$ cat src/rtl/inst_encoder_if.sv
// Request and instruction-memory write bundle for inst_encoder.
// The master drives requests and memory acceptance; the slave (the encoder) answers.
interface inst_encoder_if;
  logic        req_valid;
  logic        req_ready;
  logic [5:0]  req_mn;
  logic [4:0]  req_rs;
  logic [4:0]  req_rt;
  logic [4:0]  req_rd;
  logic [4:0]  req_shamt;
  logic [15:0] req_imm;
  logic [25:0] req_target;
  logic        imem_we;
  logic        imem_ready;
  logic [31:0] imem_addr;
  logic [31:0] imem_wdata;

  modport master (
    output req_valid, req_mn, req_rs, req_rt, req_rd, req_shamt, req_imm, req_target,
    output imem_ready,
    input  req_ready, imem_we, imem_addr, imem_wdata
  );

  modport slave (
    input  req_valid, req_mn, req_rs, req_rt, req_rd, req_shamt, req_imm, req_target,
    input  imem_ready,
    output req_ready, imem_we, imem_addr, imem_wdata
  );
endinterface

$ cat src/rtl/inst_encoder.sv
// Encodes mnemonic requests into MIPS words, buffers them in a 4-deep FIFO and streams them to imem.
// Optional macro ILLEGAL_CHK_EN: drop illegal mnemonics and raise the sticky err flag.
module inst_encoder (
  input  logic        clk,
  input  logic        rst,
  input  logic        addr_load,
  input  logic [31:0] addr_base,
  input  logic        err_clr,
  output logic [2:0]  fill,
  output logic        err,
  inst_encoder_if.slave bus
);

  typedef enum logic [5:0] {
    MN_ADD   = 6'd0,  MN_ADDU  = 6'd1,  MN_SUB   = 6'd2,  MN_SUBU  = 6'd3,
    MN_AND   = 6'd4,  MN_OR    = 6'd5,  MN_XOR   = 6'd6,  MN_NOR   = 6'd7,
    MN_SLT   = 6'd8,  MN_SLTU  = 6'd9,  MN_SLL   = 6'd10, MN_SRL   = 6'd11,
    MN_SRA   = 6'd12, MN_SLLV  = 6'd13, MN_SRLV  = 6'd14, MN_SRAV  = 6'd15,
    MN_JR    = 6'd16, MN_JALR  = 6'd17, MN_ADDI  = 6'd18, MN_ADDIU = 6'd19,
    MN_ANDI  = 6'd20, MN_ORI   = 6'd21, MN_XORI  = 6'd22, MN_SLTI  = 6'd23,
    MN_SLTIU = 6'd24, MN_LUI   = 6'd25, MN_LW    = 6'd26, MN_SW    = 6'd27,
    MN_LB    = 6'd28, MN_LBU   = 6'd29, MN_SB    = 6'd30, MN_BEQ   = 6'd31,
    MN_BNE   = 6'd32, MN_BGTZ  = 6'd33, MN_BLEZ  = 6'd34, MN_BGEZ  = 6'd35,
    MN_BLTZ  = 6'd36, MN_J     = 6'd37, MN_JAL   = 6'd38, MN_HALT  = 6'd39
  } mn_e;

  function automatic logic [31:0] r_word(input logic [5:0] funct, input logic [4:0] rs,
                                         input logic [4:0] rt, input logic [4:0] rd,
                                         input logic [4:0] shamt);
    return {6'b000000, rs, rt, rd, shamt, funct};
  endfunction

  function automatic logic [31:0] i_word(input logic [5:0] op, input logic [4:0] rs,
                                         input logic [4:0] rt, input logic [15:0] imm);
    return {op, rs, rt, imm};
  endfunction

  logic [4:0]  rs, rt, rd, sh;
  logic [15:0] imm;
  logic [31:0] enc_word;
  logic        enc_illegal;

  assign rs  = bus.req_rs;
  assign rt  = bus.req_rt;
  assign rd  = bus.req_rd;
  assign sh  = bus.req_shamt;
  assign imm = bus.req_imm;

  // NOTE: every always_comb output gets a default first so no path leaves it unassigned (no latch).
  always_comb begin
    enc_word    = '0;
    enc_illegal = 1'b0;
    case (bus.req_mn)
      MN_ADD:   enc_word = r_word(6'b100000, rs, rt, rd, 5'd0);
      MN_ADDU:  enc_word = r_word(6'b100001, rs, rt, rd, 5'd0);
      MN_SUB:   enc_word = r_word(6'b100010, rs, rt, rd, 5'd0);
      MN_SUBU:  enc_word = r_word(6'b100011, rs, rt, rd, 5'd0);
      MN_AND:   enc_word = r_word(6'b100100, rs, rt, rd, 5'd0);
      MN_OR:    enc_word = r_word(6'b100101, rs, rt, rd, 5'd0);
      MN_XOR:   enc_word = r_word(6'b100110, rs, rt, rd, 5'd0);
      MN_NOR:   enc_word = r_word(6'b100111, rs, rt, rd, 5'd0);
      MN_SLT:   enc_word = r_word(6'b101010, rs, rt, rd, 5'd0);
      MN_SLTU:  enc_word = r_word(6'b101011, rs, rt, rd, 5'd0);
      MN_SLL:   enc_word = r_word(6'b000000, 5'd0, rt, rd, sh);
      MN_SRL:   enc_word = r_word(6'b000010, 5'd0, rt, rd, sh);
      MN_SRA:   enc_word = r_word(6'b000011, 5'd0, rt, rd, sh);
      MN_SLLV:  enc_word = r_word(6'b000100, rs, rt, rd, 5'd0);
      MN_SRLV:  enc_word = r_word(6'b000110, rs, rt, rd, 5'd0);
      MN_SRAV:  enc_word = r_word(6'b000111, rs, rt, rd, 5'd0);
      MN_JR:    enc_word = r_word(6'b001000, rs, 5'd0, 5'd0, 5'd0);
      MN_JALR:  enc_word = r_word(6'b001001, rs, 5'd0, rd, 5'd0);
      MN_ADDI:  enc_word = i_word(6'b001000, rs, rt, imm);
      MN_ADDIU: enc_word = i_word(6'b001001, rs, rt, imm);
      MN_ANDI:  enc_word = i_word(6'b001100, rs, rt, imm);
      MN_ORI:   enc_word = i_word(6'b001101, rs, rt, imm);
      MN_XORI:  enc_word = i_word(6'b001110, rs, rt, imm);
      MN_SLTI:  enc_word = i_word(6'b001010, rs, rt, imm);
      MN_SLTIU: enc_word = i_word(6'b001011, rs, rt, imm);
      MN_LUI:   enc_word = i_word(6'b001111, 5'd0, rt, imm);
      MN_LW:    enc_word = i_word(6'b100011, rs, rt, imm);
      MN_SW:    enc_word = i_word(6'b101011, rs, rt, imm);
      MN_LB:    enc_word = i_word(6'b100000, rs, rt, imm);
      MN_LBU:   enc_word = i_word(6'b100100, rs, rt, imm);
      MN_SB:    enc_word = i_word(6'b101000, rs, rt, imm);
      MN_BEQ:   enc_word = i_word(6'b000100, rs, rt, imm);
      MN_BNE:   enc_word = i_word(6'b000101, rs, rt, imm);
      MN_BGTZ:  enc_word = i_word(6'b000111, rs, 5'd0, imm);
      MN_BLEZ:  enc_word = i_word(6'b000110, rs, 5'd0, imm);
      MN_BGEZ:  enc_word = i_word(6'b000001, rs, 5'd1, imm);
      MN_BLTZ:  enc_word = i_word(6'b000001, rs, 5'd0, imm);
      MN_J:     enc_word = {6'b000010, bus.req_target};
      MN_JAL:   enc_word = {6'b000011, bus.req_target};
      MN_HALT:  enc_word = 32'hFC00_0000;
      default:  enc_illegal = 1'b1;
    endcase
  end

  logic [31:0] mem [4];
  logic [1:0]  wr_idx, rd_idx;
  logic [2:0]  count;
  logic [31:0] ptr;
  logic        accept, push, pop;

  assign bus.req_ready  = (count != 3'd4);
  assign bus.imem_we    = (count != 3'd0);
  assign bus.imem_wdata = bus.imem_we ? mem[rd_idx] : 32'h0;
  assign bus.imem_addr  = ptr;
  assign fill           = count;

  assign accept = bus.req_valid & bus.req_ready;
  assign pop    = bus.imem_we & bus.imem_ready;
`ifdef ILLEGAL_CHK_EN
  assign push   = accept & ~enc_illegal;
`else
  assign push   = accept;
`endif

  // NOTE: storage is not reset; the gated imem_wdata mux keeps stale entries invisible after rst.
  always_ff @(posedge clk) begin
    if (push) mem[wr_idx] <= enc_word;
  end

  // NOTE: sequential state uses non-blocking assignments so every register samples pre-edge values.
  always_ff @(posedge clk) begin
    if (rst) begin
      wr_idx <= '0;
      rd_idx <= '0;
      count  <= '0;
      ptr    <= '0;
    end else begin
      if (push) wr_idx <= wr_idx + 2'd1;
      if (pop)  rd_idx <= rd_idx + 2'd1;
      case ({push, pop})
        2'b10:   count <= count + 3'd1;
        2'b01:   count <= count - 3'd1;
        default: count <= count;
      endcase
      // A reload wins over the post-write increment.
      if (addr_load)  ptr <= {addr_base[31:2], 2'b00};
      else if (pop)   ptr <= ptr + 32'd4;
    end
  end

`ifdef ILLEGAL_CHK_EN
  logic err_q;
  always_ff @(posedge clk) begin
    if (rst)                        err_q <= 1'b0;
    else if (accept && enc_illegal) err_q <= 1'b1;
    else if (err_clr)               err_q <= 1'b0;
  end
  assign err = err_q;
`else
  assign err = 1'b0;
`endif

  logic unused_bits;
  assign unused_bits = ^{err_clr, addr_base[1:0], enc_illegal};

endmodule

$ cat src/flat_wrapper.sv
// flat-port wrapper written by rule: the top's interface ports become plain ports
module inst_encoder_flat 
  (clk, rst, addr_load, addr_base, err_clr, fill, err, bus_req_valid, bus_req_mn, bus_req_rs, bus_req_rt, bus_req_rd, bus_req_shamt, bus_req_imm, bus_req_target, bus_imem_ready, bus_req_ready, bus_imem_we, bus_imem_addr, bus_imem_wdata);
  inst_encoder_if bus_i ();
  input  logic clk;
  input  logic rst;
  input  logic addr_load;
  input  logic [31:0] addr_base;
  input  logic err_clr;
  output logic [2:0] fill;
  output logic err;
  input wire logic [$bits(bus_i.req_valid)-1:0] bus_req_valid;
  input wire logic [$bits(bus_i.req_mn)-1:0] bus_req_mn;
  input wire logic [$bits(bus_i.req_rs)-1:0] bus_req_rs;
  input wire logic [$bits(bus_i.req_rt)-1:0] bus_req_rt;
  input wire logic [$bits(bus_i.req_rd)-1:0] bus_req_rd;
  input wire logic [$bits(bus_i.req_shamt)-1:0] bus_req_shamt;
  input wire logic [$bits(bus_i.req_imm)-1:0] bus_req_imm;
  input wire logic [$bits(bus_i.req_target)-1:0] bus_req_target;
  input wire logic [$bits(bus_i.imem_ready)-1:0] bus_imem_ready;
  output wire logic [$bits(bus_i.req_ready)-1:0] bus_req_ready;
  output wire logic [$bits(bus_i.imem_we)-1:0] bus_imem_we;
  output wire logic [$bits(bus_i.imem_addr)-1:0] bus_imem_addr;
  output wire logic [$bits(bus_i.imem_wdata)-1:0] bus_imem_wdata;
  assign bus_i.req_valid = bus_req_valid;
  assign bus_i.req_mn = bus_req_mn;
  assign bus_i.req_rs = bus_req_rs;
  assign bus_i.req_rt = bus_req_rt;
  assign bus_i.req_rd = bus_req_rd;
  assign bus_i.req_shamt = bus_req_shamt;
  assign bus_i.req_imm = bus_req_imm;
  assign bus_i.req_target = bus_req_target;
  assign bus_i.imem_ready = bus_imem_ready;
  assign bus_req_ready = bus_i.req_ready;
  assign bus_imem_we = bus_i.imem_we;
  assign bus_imem_addr = bus_i.imem_addr;
  assign bus_imem_wdata = bus_i.imem_wdata;
  inst_encoder u_core (.clk(clk), .rst(rst), .addr_load(addr_load), .addr_base(addr_base), .err_clr(err_clr), .fill(fill), .err(err), .bus(bus_i));
endmodule
$ cat config.mk
export PLATFORM = sky130hd
export DESIGN_NAME = inst_encoder_flat
export DESIGN_NICKNAME = d
export VERILOG_FILES = /design/src/rtl/inst_encoder_if.sv /design/src/rtl/inst_encoder.sv /design/src/flat_wrapper.sv
export SDC_FILE = /design/constraint.sdc
export NUM_CORES = 1
export LEC_CHECK = 0
export BUFFER_PORTS_ARGS = -buffer_cell sky130_fd_sc_hd__buf_2
export CORE_MARGIN = 4
export CORE_UTILIZATION = 30
export DETAILED_ROUTE_END_ITERATION = 6
export PLACE_DENSITY = 0.5
export SETUP_SLACK_MARGIN = 0.2
export SLEW_MARGIN = 0
export SYNTH_ARGS = -nofsm -noshare
export SYNTH_HDL_FRONTEND = slang
export SYNTH_SLANG_ARGS = --single-unit
$ cat constraint.sdc
create_clock -name clk -period 2.8 [get_ports clk]
set_clock_uncertainty 0.15 [all_clocks]
set_input_delay 0.28 -clock clk [delete_from_list [all_inputs] [get_ports clk]]
set_output_delay 0.28 -clock clk [all_outputs]
set_load 0.05 [all_outputs]
==> flow_summary.yaml, run 1 <==
final_layout:
  final_layout_size_suffix_gt1_share_pct: 32.60
  area_growth_syn_to_layout_pct: 26.11
  nFillCells: 2566
  diodes: 0
  nNetsFinal: 922
  final_cell_mix: "buf_2, edfxtp_1, nor2b_1, nor2_1, dfxtp_1"
  final_common_cell: "buf_2"
place:
  dp_hpwl_um: 14000
  gp_congestion: 0.7935
  port_buffers: 169
  pre_cts_ws_ns: 0.3580
routing:
  dr.pass1.iters: 5
  vias: 5888
  drt_iter0_markers: 498
  wl_per_cell_um: 18.08
  vias_per_cell: 5.089
  wirelength_um: 20920
  drc: 0
  final_antenna_net_count: 0
worst_setup_path:
  critPathCapture: "u_core.fill[2]"
  crit_type: "reg2reg"
  cp_max_fo: 6
  crit_required_ns: 2.98
  r2r_slack_ns: 0.35
  startpoint_type: "register"
  rr_worst_depth: 9
  reg2reg_from: "u_core.fill[2]"
  crit_path_start: "u_core.fill[2]"
  arrival_ns: 2.63
  critPathCaptureType: "register"
  rr_endpoint: "u_core.fill[2]"
clock_tree:
  cts_max_path_buffers: 2
  cts_root_buf: "clkbuf_16"
  clkSlewWorstSetupHoldPaths_ns: 0.07
  h-tree-depth: 4
  insertion_delay_ns: 0.42
  cts.sinks: 167
  cts_tree: "yes"
  cts_inserted_buffers: 17
floorplanning:
  start_util_pct: 30.56
  die_y_um: 171.1
  die_w_um: 171.1
  coreArea_um2: 26130
  rows: 59
  num_io_pins: 176
  dieArea_um2: 29290
logic_synthesis:
  synth.avg_cell_area_um2: 12.88
  async_flop_share_pct: 0
  netlist_area_um2: 7985
  yosysWarnings: 0
  synthFlopType: "edfxtp_1"
  post_synth_num_cell_types: 67
  yosysSeqAreaShare_pct: 57.91
  postSynthCellCount: 620
  ys_ff_latch: 167
  synth-edff-count: 128
sta:
  maxSlewViolCount: 0
  min_period_ns: 2.448
  setup_viol: 0
  post-route-period-util_pct: 87.42
  timing.final.ws_setup_ns: 0.3523
  rsz0062_at_grt: "no"
  fmax_mhz: 408.6
  tightest_slew_ns: 0.7765
  hold_viol_final: 0
  tns_ns: 0
  slew_headroom_pct: 48.23
global_routing:
  grt_max_degree: 40
  grt_usage_pct: 14.20
  grt_pass1_vias: 5906
  antenna_found_initial: 0
  grt_overflow_total: 0
  grt_pass1_wl_um: 32370
worst_hold_path:
  hold_class: "in2reg"
run:
  max_cap_viol_count: 0
power:
  powerDensity_nw_per_um2: 852.6
  leakagePower_uw: 0.003776
  peakVddDrop_uv: 423.3
status:
  status: "finished, final reports clean"
-- cells by family (layout without fill, tap and decap cells) --
| kind of cell | after synthesis | count (layout) | share of synthesized area [%] |
|---|---|---|---|
| flip-flops | 167 | 167 | 57.91 |
| AO/OA/AOI/OAI | 129 | 129 | 12.44 |
| multiplexers | 33 | 33 | 9.151 |
| XOR/XNOR | 16 | 16 | 1.755 |
| AND/OR/NAND/NOR | 205 | 205 | 14.29 |
| buffers and inverters | 62 | 262 | 3.212 |
| adder cells (fa/ha/maj) | 7 | 7 | 1.191 |
| other | 1 | 3 | 0.04696 |
-- timing repair --
item,in CTS,in global routing
hold endpoints to repair,23,0
resized for setup,0,1
endpoints found under the setup margin,0,2
hold buffers,23,0
setup buffers,0,0
-- layer usage --
layer / global-route usage [%] / up-vias / wire, um
met1: 18.54 / 2892 / 9388
met4: 3.376 / 0 / 208
met5: 0 / - / 0
li1: - / 2816 / -
met3: 3.142 / 12 / 1092
met2: 24.20 / 168 / 10230
-- where the power goes --
part	leakage, uW	switching, uW	internal (uW)
logic	0.00197	2200	1010
registers	0.00153	131	2980
clock network	0.000275	1080	1190
total	0.00378	3410	5170
-- area by class of cell --
type	instances	area, um^2	area share (%)
Clock buffer	17	425.4	4.225
Clock inverter	15	155.1	1.541
Inverter	15	56.30	0.5591
Multi-Input combinational cell	393	3129	31.08
Sequential cell	167	4632	46.00
Tap cell	335	419.2	4.163
Timing Repair Buffer	215	1252	12.44
-- flip-flops by register name (all words and copies together) (netlist names), named ones only --
register              cells
u_core.wr_idx             2
u_core.fill               3
u_core.bus.imem_addr     30
u_core.rd_idx             2
u_core.mem              128
-- critical path, stage by stage, from the launching register on --
cell and delay, ns:
dfxtp_4 0.38, or3b_4 0.41, and2_4 0.18, inv_1 0.07, ha_1 0.17, inv_1 0.06, fa_1 0.37, xor2_1 0.16
or3_1 0.30, a21oi_1 0.13
-- synth_stat cells (6+ instances only) --
cell | n | area (um^2)
edfxtp_1 | 128 | 3844
nor2b_1 | 40 | 250.2
dfxtp_1 | 39 | 780.8
nor2_1 | 38 | 142.6
clkbuf_1 | 34 | 127.6
mux4_2 | 32 | 720.7
nand2_1 | 28 | 105.1
a22o_1 | 21 | 183.9
o21ai_0 | 16 | 80.08
inv_1 | 15 | 56.30
nand3_1 | 15 | 75.07
a311oi_1 | 14 | 122.6
nand4_1 | 14 | 87.58
a21oi_1 | 12 | 60.06
and3_1 | 11 | 68.82
nor4_1 | 11 | 68.82
o31ai_1 | 11 | 82.58
a21o_1 | 10 | 75.07
a211oi_1 | 9 | 67.56
xor2_1 | 9 | 78.83
nand2b_1 | 8 | 50.05
or4_1 | 8 | 60.06
xnor2_1 | 7 | 61.31
and4_1 | 6 | 52.55
ha_1 | 6 | 75.07
-- metrics by stage --
step                util [%]  std cells  hold slack [ns]  total power, uW  instance area (um^2)
floorplan                  -        622           0.2746             5540                  8004
global placement       35.42       1102           0.3516             6406                  9255
detailed placement     35.42       1102           0.3555             6412                  9255
CTS                    38.52       1157         0.004146             8730                 10070
global route           38.53       1157          0.01928             9020                 10070
finish                 38.53       1157          0.02551             8585                 10070
-- how the worst min path moves through the flow --
stage | start | endpoint | slack (ns) | depth (start not counted)
after floorplan | addr_base[2] | u_core.bus.imem_addr[2] | 0.27 | 2
after global routing | addr_base[24] | u_core.bus.imem_addr[24] | 0.02 | 3
final | addr_base[24] | u_core.bus.imem_addr[24] | 0.03 | 3
after CTS | addr_base[24] | u_core.bus.imem_addr[24] | 0.004 | 3
after detailed placement | u_core.wr_idx[1] | u_core.wr_idx[1] | 0.36 | 2
after global placement | u_core.wr_idx[1] | u_core.wr_idx[1] | 0.35 | 2
No activity file was read; power rests on OpenSTA's default activity.
==> run 2: changes to the inputs <==
- CTS_BUF_LIST: not set -> sky130_fd_sc_hd__clkbuf_4
==> flow_summary.yaml, run 2 (synthesis results as in run 1) <==
sta:
  tns_ns: 0
  hold_slack_ns: 0.06883
  rsz0062_at_grt: "yes"
  tightest_slew_ns: 0.7956
  hold_viol_final: 0
  min_period_ns: 2.481
  fmax_mhz: 403.1
  post-route-period-util_pct: 88.60
  maxSlewViolCount: 0
  slew_headroom_pct: 46.96
  setup_viol: 0
power:
  p_sw_uw: 3310
  powerDensity_nw_per_um2: 751.5
  peakVddDrop_uv: 382.4
  power_uw: 7781
  p_comb_share_pct: 42.5
  clockPowerShare_pct: 17.5
  cell_internal_pwr_uw: 4471
  p_sw_share_pct: 42.54
  p_seq_share_pct: 40.0
  leakagePower_uw: 0.003914
final_layout:
  top_register: "u_core.mem"
  final_cell_mix: "buf_2, edfxtp_1, dlygate4sd3_1, nor2b_1, nor2_1"
  fin_util_pct: 39.62
  largest_reg_flops: 128
  nNetsFinal: 978
  final_area_um2: 10350
  final_common_cell: "buf_2"
  final_layout_size_suffix_gt1_share_pct: 30.52
  nFillCells: 2568
  area_growth_syn_to_layout_pct: 29.66
worst_setup_path:
  r2r_slack_ns: 0.34
  arrival_ns: 2.05
  crit_required_ns: 2.37
  cp_max_fo: 13
  startpoint_type: "register"
  crit_type: "reg2out"
  critPathCaptureType: "primary output"
floorplanning:
  die_y_um: 171.1
  rows: 59
  dieArea_um2: 29290
  start_util_pct: 30.56
  coreArea_um2: 26130
  die_w_um: 171.1
  num_io_pins: 176
place:
  port_buffers: 169
  dp_hpwl_um: 14000
  gp_congestion: 0.7935
  place_area_um2: 9255
worst_hold_path:
  hold_class: "in2reg"
global_routing:
  antenna_found_initial: 1
  grt_pass1_wl_um: 33030
  grt_overflow_total: 0
  grt_usage_pct: 14.45
  grt_max_degree: 40
  grt_pass1_vias: 6156
clock_tree:
  clkSlewWorstSetupHoldPaths_ns: 0.14
  cts_root_buf: "clkbuf_4"
  cts_tree: "yes"
  h-tree-depth: 4
  cts.sinks: 167
  insertion_delay_ns: 0.53
  cts_max_path_buffers: 2
  cts_setup_buffers: 0
  cts_inserted_buffers: 17
routing:
  wl_per_cell_um: 17.52
  vias_per_cell: 5.029
  final_antenna_net_count: 0
  dr.pass1.iters: 5
  vias: 6110
  drt_iter0_markers: 549
  wirelength_um: 21290
  drc: 0
run:
  max_cap_viol_count: 0
status:
  status: "finished, final reports clean"
-- run 2: layout make-up --
type	count	area [um^2]	area share [%]
diodes	2	5.005	0.04834
clock buffers	17	127.6	1.233
clock inverters	15	155.1	1.498
inverters	15	56.30	0.5438
multi-input cells	393	3129	30.22
flip-flops and latches	167	4632	44.74
well taps	335	419.2	4.048
repair buffers	271	1829	17.67
-- run 2: metal layers --
layer | GRT usage (%) | routed length (um) | vias to the layer above
met4 | 3.479 | 242 | 0
met3 | 2.680 | 1097 | 13
met5 | 0 | 0 | -
li1 | - | - | 2934
met2 | 25.06 | 10420 | 177
met1 | 18.79 | 9527 | 2986
-- run 2: critical path, cell delays in order, from the launching register on --
cell	delay [ns]
dfxtp_2	0.39
buf_8	0.21
mux4_2	0.50
nor2b_1	0.18
buf_2	0.25
-- run 2: worst paths after layout --
kind         cells after the start                 end                from
min reg2reg                      2    u_core.wr_idx[1]    u_core.wr_idx[1]
max reg2reg                      9      u_core.fill[2]      u_core.fill[2]
min                              2   u_core.mem[2][21]  bus_req_target[21]
max                              4  bus_imem_wdata[28]            register
-- run 2: per-stage QoR --
stage,std cells,worst slack [ns]
finish,1215,0.3192
global route,1215,0.1778
CTS,1213,0.1944
detailed placement,1102,0.3580
global placement,1102,0.3666
floorplan,622,0.2148
-- run 2: power by group through the flow --
stage	combinational [uW]	clock [uW]	sequential, uW
after floorplan	2240	0	3300
after global placement	3250	0	3160
after detailed placement	3250	0	3160
after CTS	3360	1450	3110
after global routing	3540	1550	3140
final	3310	1360	3110
-- run 2: what timing repair did --
| item | CTS | global route |
|---|---|---|
| endpoints found under the setup margin | 27 | 27 |
| gates resized for setup | 3 | 2 |
| gates cloned | 0 | 0 |
| hold buffers | 79 | 0 |
| endpoints found under the hold margin | 128 | 0 |
| pin swaps | 0 | 0 |
==> run 3: changes to the inputs <==
- BUFFER_PORTS_ARGS: -buffer_cell sky130_fd_sc_hd__buf_2 -> not set
- DONT_BUFFER_PORTS: not set -> 1
- PLACE_DENSITY: 0.5 -> 0.45
- clock period: 2.8 -> 2.7 ns (I/O delays scaled with it)
==> flow_summary.yaml, run 3 (synthesis results as in run 1) <==
final_layout:
  final_layout_size_suffix_gt1_share_pct: 21.11
  nFillCells: 2510
  final_common_cell: "edfxtp_1"
  final_cell_mix: "edfxtp_1, dlygate4sd3_1, nor2b_1, buf_4, nor2_1"
  final_cell_count_no_fill: 1113
  top_register: "u_core.mem"
  largest_reg_flops: 128
  area_growth_syn_to_layout_pct: 28.96
  nNetsFinal: 878
floorplanning:
  die_w_um: 171.1
  rows: 59
  dieArea_um2: 29290
  coreArea_um2: 26130
  start_util_pct: 30.56
  num_io_pins: 176
  die_y_um: 171.1
clock_tree:
  cts.sinks: 167
  cts_inserted_buffers: 17
  h-tree-depth: 4
  cts_tree: "yes"
  cts_root_buf: "clkbuf_4"
  insertion_delay_ns: 0.55
  cts_max_path_buffers: 2
  clkSlewWorstSetupHoldPaths_ns: 0.14
sta:
  rsz0062_at_grt: "yes"
  tightest_slew_ns: 0.9917
  min_period_ns: 2.438
  hold_viol_final: 0
  tns_ns: 0
  post-route-period-util_pct: 90.31
  slew_headroom_pct: 33.89
  timing.final.ws_setup_ns: 0.2617
  setup_viol: 0
  hold_slack_ns: 0.06847
  maxSlewViolCount: 0
  fmax_mhz: 410.1
routing:
  vias: 5856
  drt_iter0_markers: 395
  dr.pass1.iters: 4
  wl_per_cell_um: 20.13
  final_antenna_net_count: 0
  vias_per_cell: 5.261
  wirelength_um: 22410
  drc: 0
place:
  pre_cts_ws_ns: 0.2835
  port_buffers: 0
  dp_cells: 985
  dp_hpwl_um: 14230
  gp_congestion: 0.7986
worst_hold_path:
  hold_class: "in2reg"
worst_setup_path:
  crit_required_ns: 3.02
  cp_slowest_cell: "dfxtp_4"
  arrival_ns: 2.76
  crit_type: "reg2reg"
  critPathCaptureType: "register"
  startpoint_type: "register"
  cp_max_fo: 6
  r2r_slack_ns: 0.26
  critPathTopFamily: "simple AND/OR/NAND/NOR gates"
  max_stage_delay_ns: 0.49
  crit_buf_inv: 2
  crit_chain: "or3b_4 -> and2_4 -> inv_2 -> ha_4 -> inv_1 -> fa_2 -> xor2_1 -> or3_1 -> a21oi_2"
global_routing:
  grt_pass1_vias: 5889
  grt_max_degree: 40
  grt_overflow_total: 0
  antenna_found_initial: 1
  grt_pass1_wl_um: 33060
  grt_usage_pct: 14.61
power:
  powerDensity_nw_per_um2: 839.4
  peakVddDrop_uv: 442.7
  leakagePower_uw: 0.003601
run:
  max_cap_viol_count: 0
status:
  status: "finished, final reports clean"
run 3: area by class of cell:
| class | count | area (um^2) | area share [%] |
|---|---|---|---|
| Clock buffer | 17 | 127.6 | 1.239 |
| Timing Repair Buffer | 171 | 1742 | 16.91 |
| Clock inverter | 14 | 151.4 | 1.470 |
| Inverter | 15 | 56.30 | 0.5468 |
| Sequential cell | 167 | 4638 | 45.04 |
| Antenna cell | 1 | 2.502 | 0.02430 |
| Tap cell | 335 | 419.2 | 4.070 |
| Multi-Input combinational cell | 393 | 3161 | 30.69 |
run 3: report_power, final:
group	internal (uW)	switching, uW	total, uW
Sequential	3090	166	3260
Clock	555	897	1450
Combinational	1550	2380	3930
Total	5200	3440	8640
run 3: layer usage:
metal	track usage [%]	up-vias	part of all wire, %
met5	0	-	0
met3	4.205	9	6.4
li1	-	2734	-
met2	24.40	177	48
met1	19.12	2936	45
met4	2.894	0	0.69
run 3: worst reg2reg max path: stages, from the launching register on:
cell     delay (ns)
dfxtp_4        0.49
or3b_4         0.41
and2_4         0.16
inv_2          0.07
ha_4           0.13
inv_1          0.05
fa_2           0.33
xor2_1         0.15
or3_1          0.33
a21oi_2        0.12
run 3: metrics by stage:
step | util [%] | total power, uW | instance area (um^2)
finish | 39.40 | 8644 | 10300
global route | 39.40 | 9085 | 10300
CTS | 38.67 | 8460 | 10110
detailed placement | 33.85 | 6770 | 8846
global placement | 33.85 | 6722 | 8846
floorplan | - | 5763 | 8019
run 3: what timing repair did:
item,4_1_cts,5_1_grt
setup buffers,0,0
hold buffers,93,0
endpoints found under the hold margin,167,0
setup endpoints to repair,33,36
gates cloned,1,2
gates resized for setup,5,37
pin swaps,0,1
run 3: worst paths after layout:
check,from,end,depth (start not counted)
max,u_core.fill[2],u_core.fill[2],9
min,bus_req_mn[3],u_core.mem[0][27],2
max reg2reg,u_core.fill[2],u_core.fill[2],9
min reg2reg,u_core.wr_idx[1],u_core.wr_idx[1],2
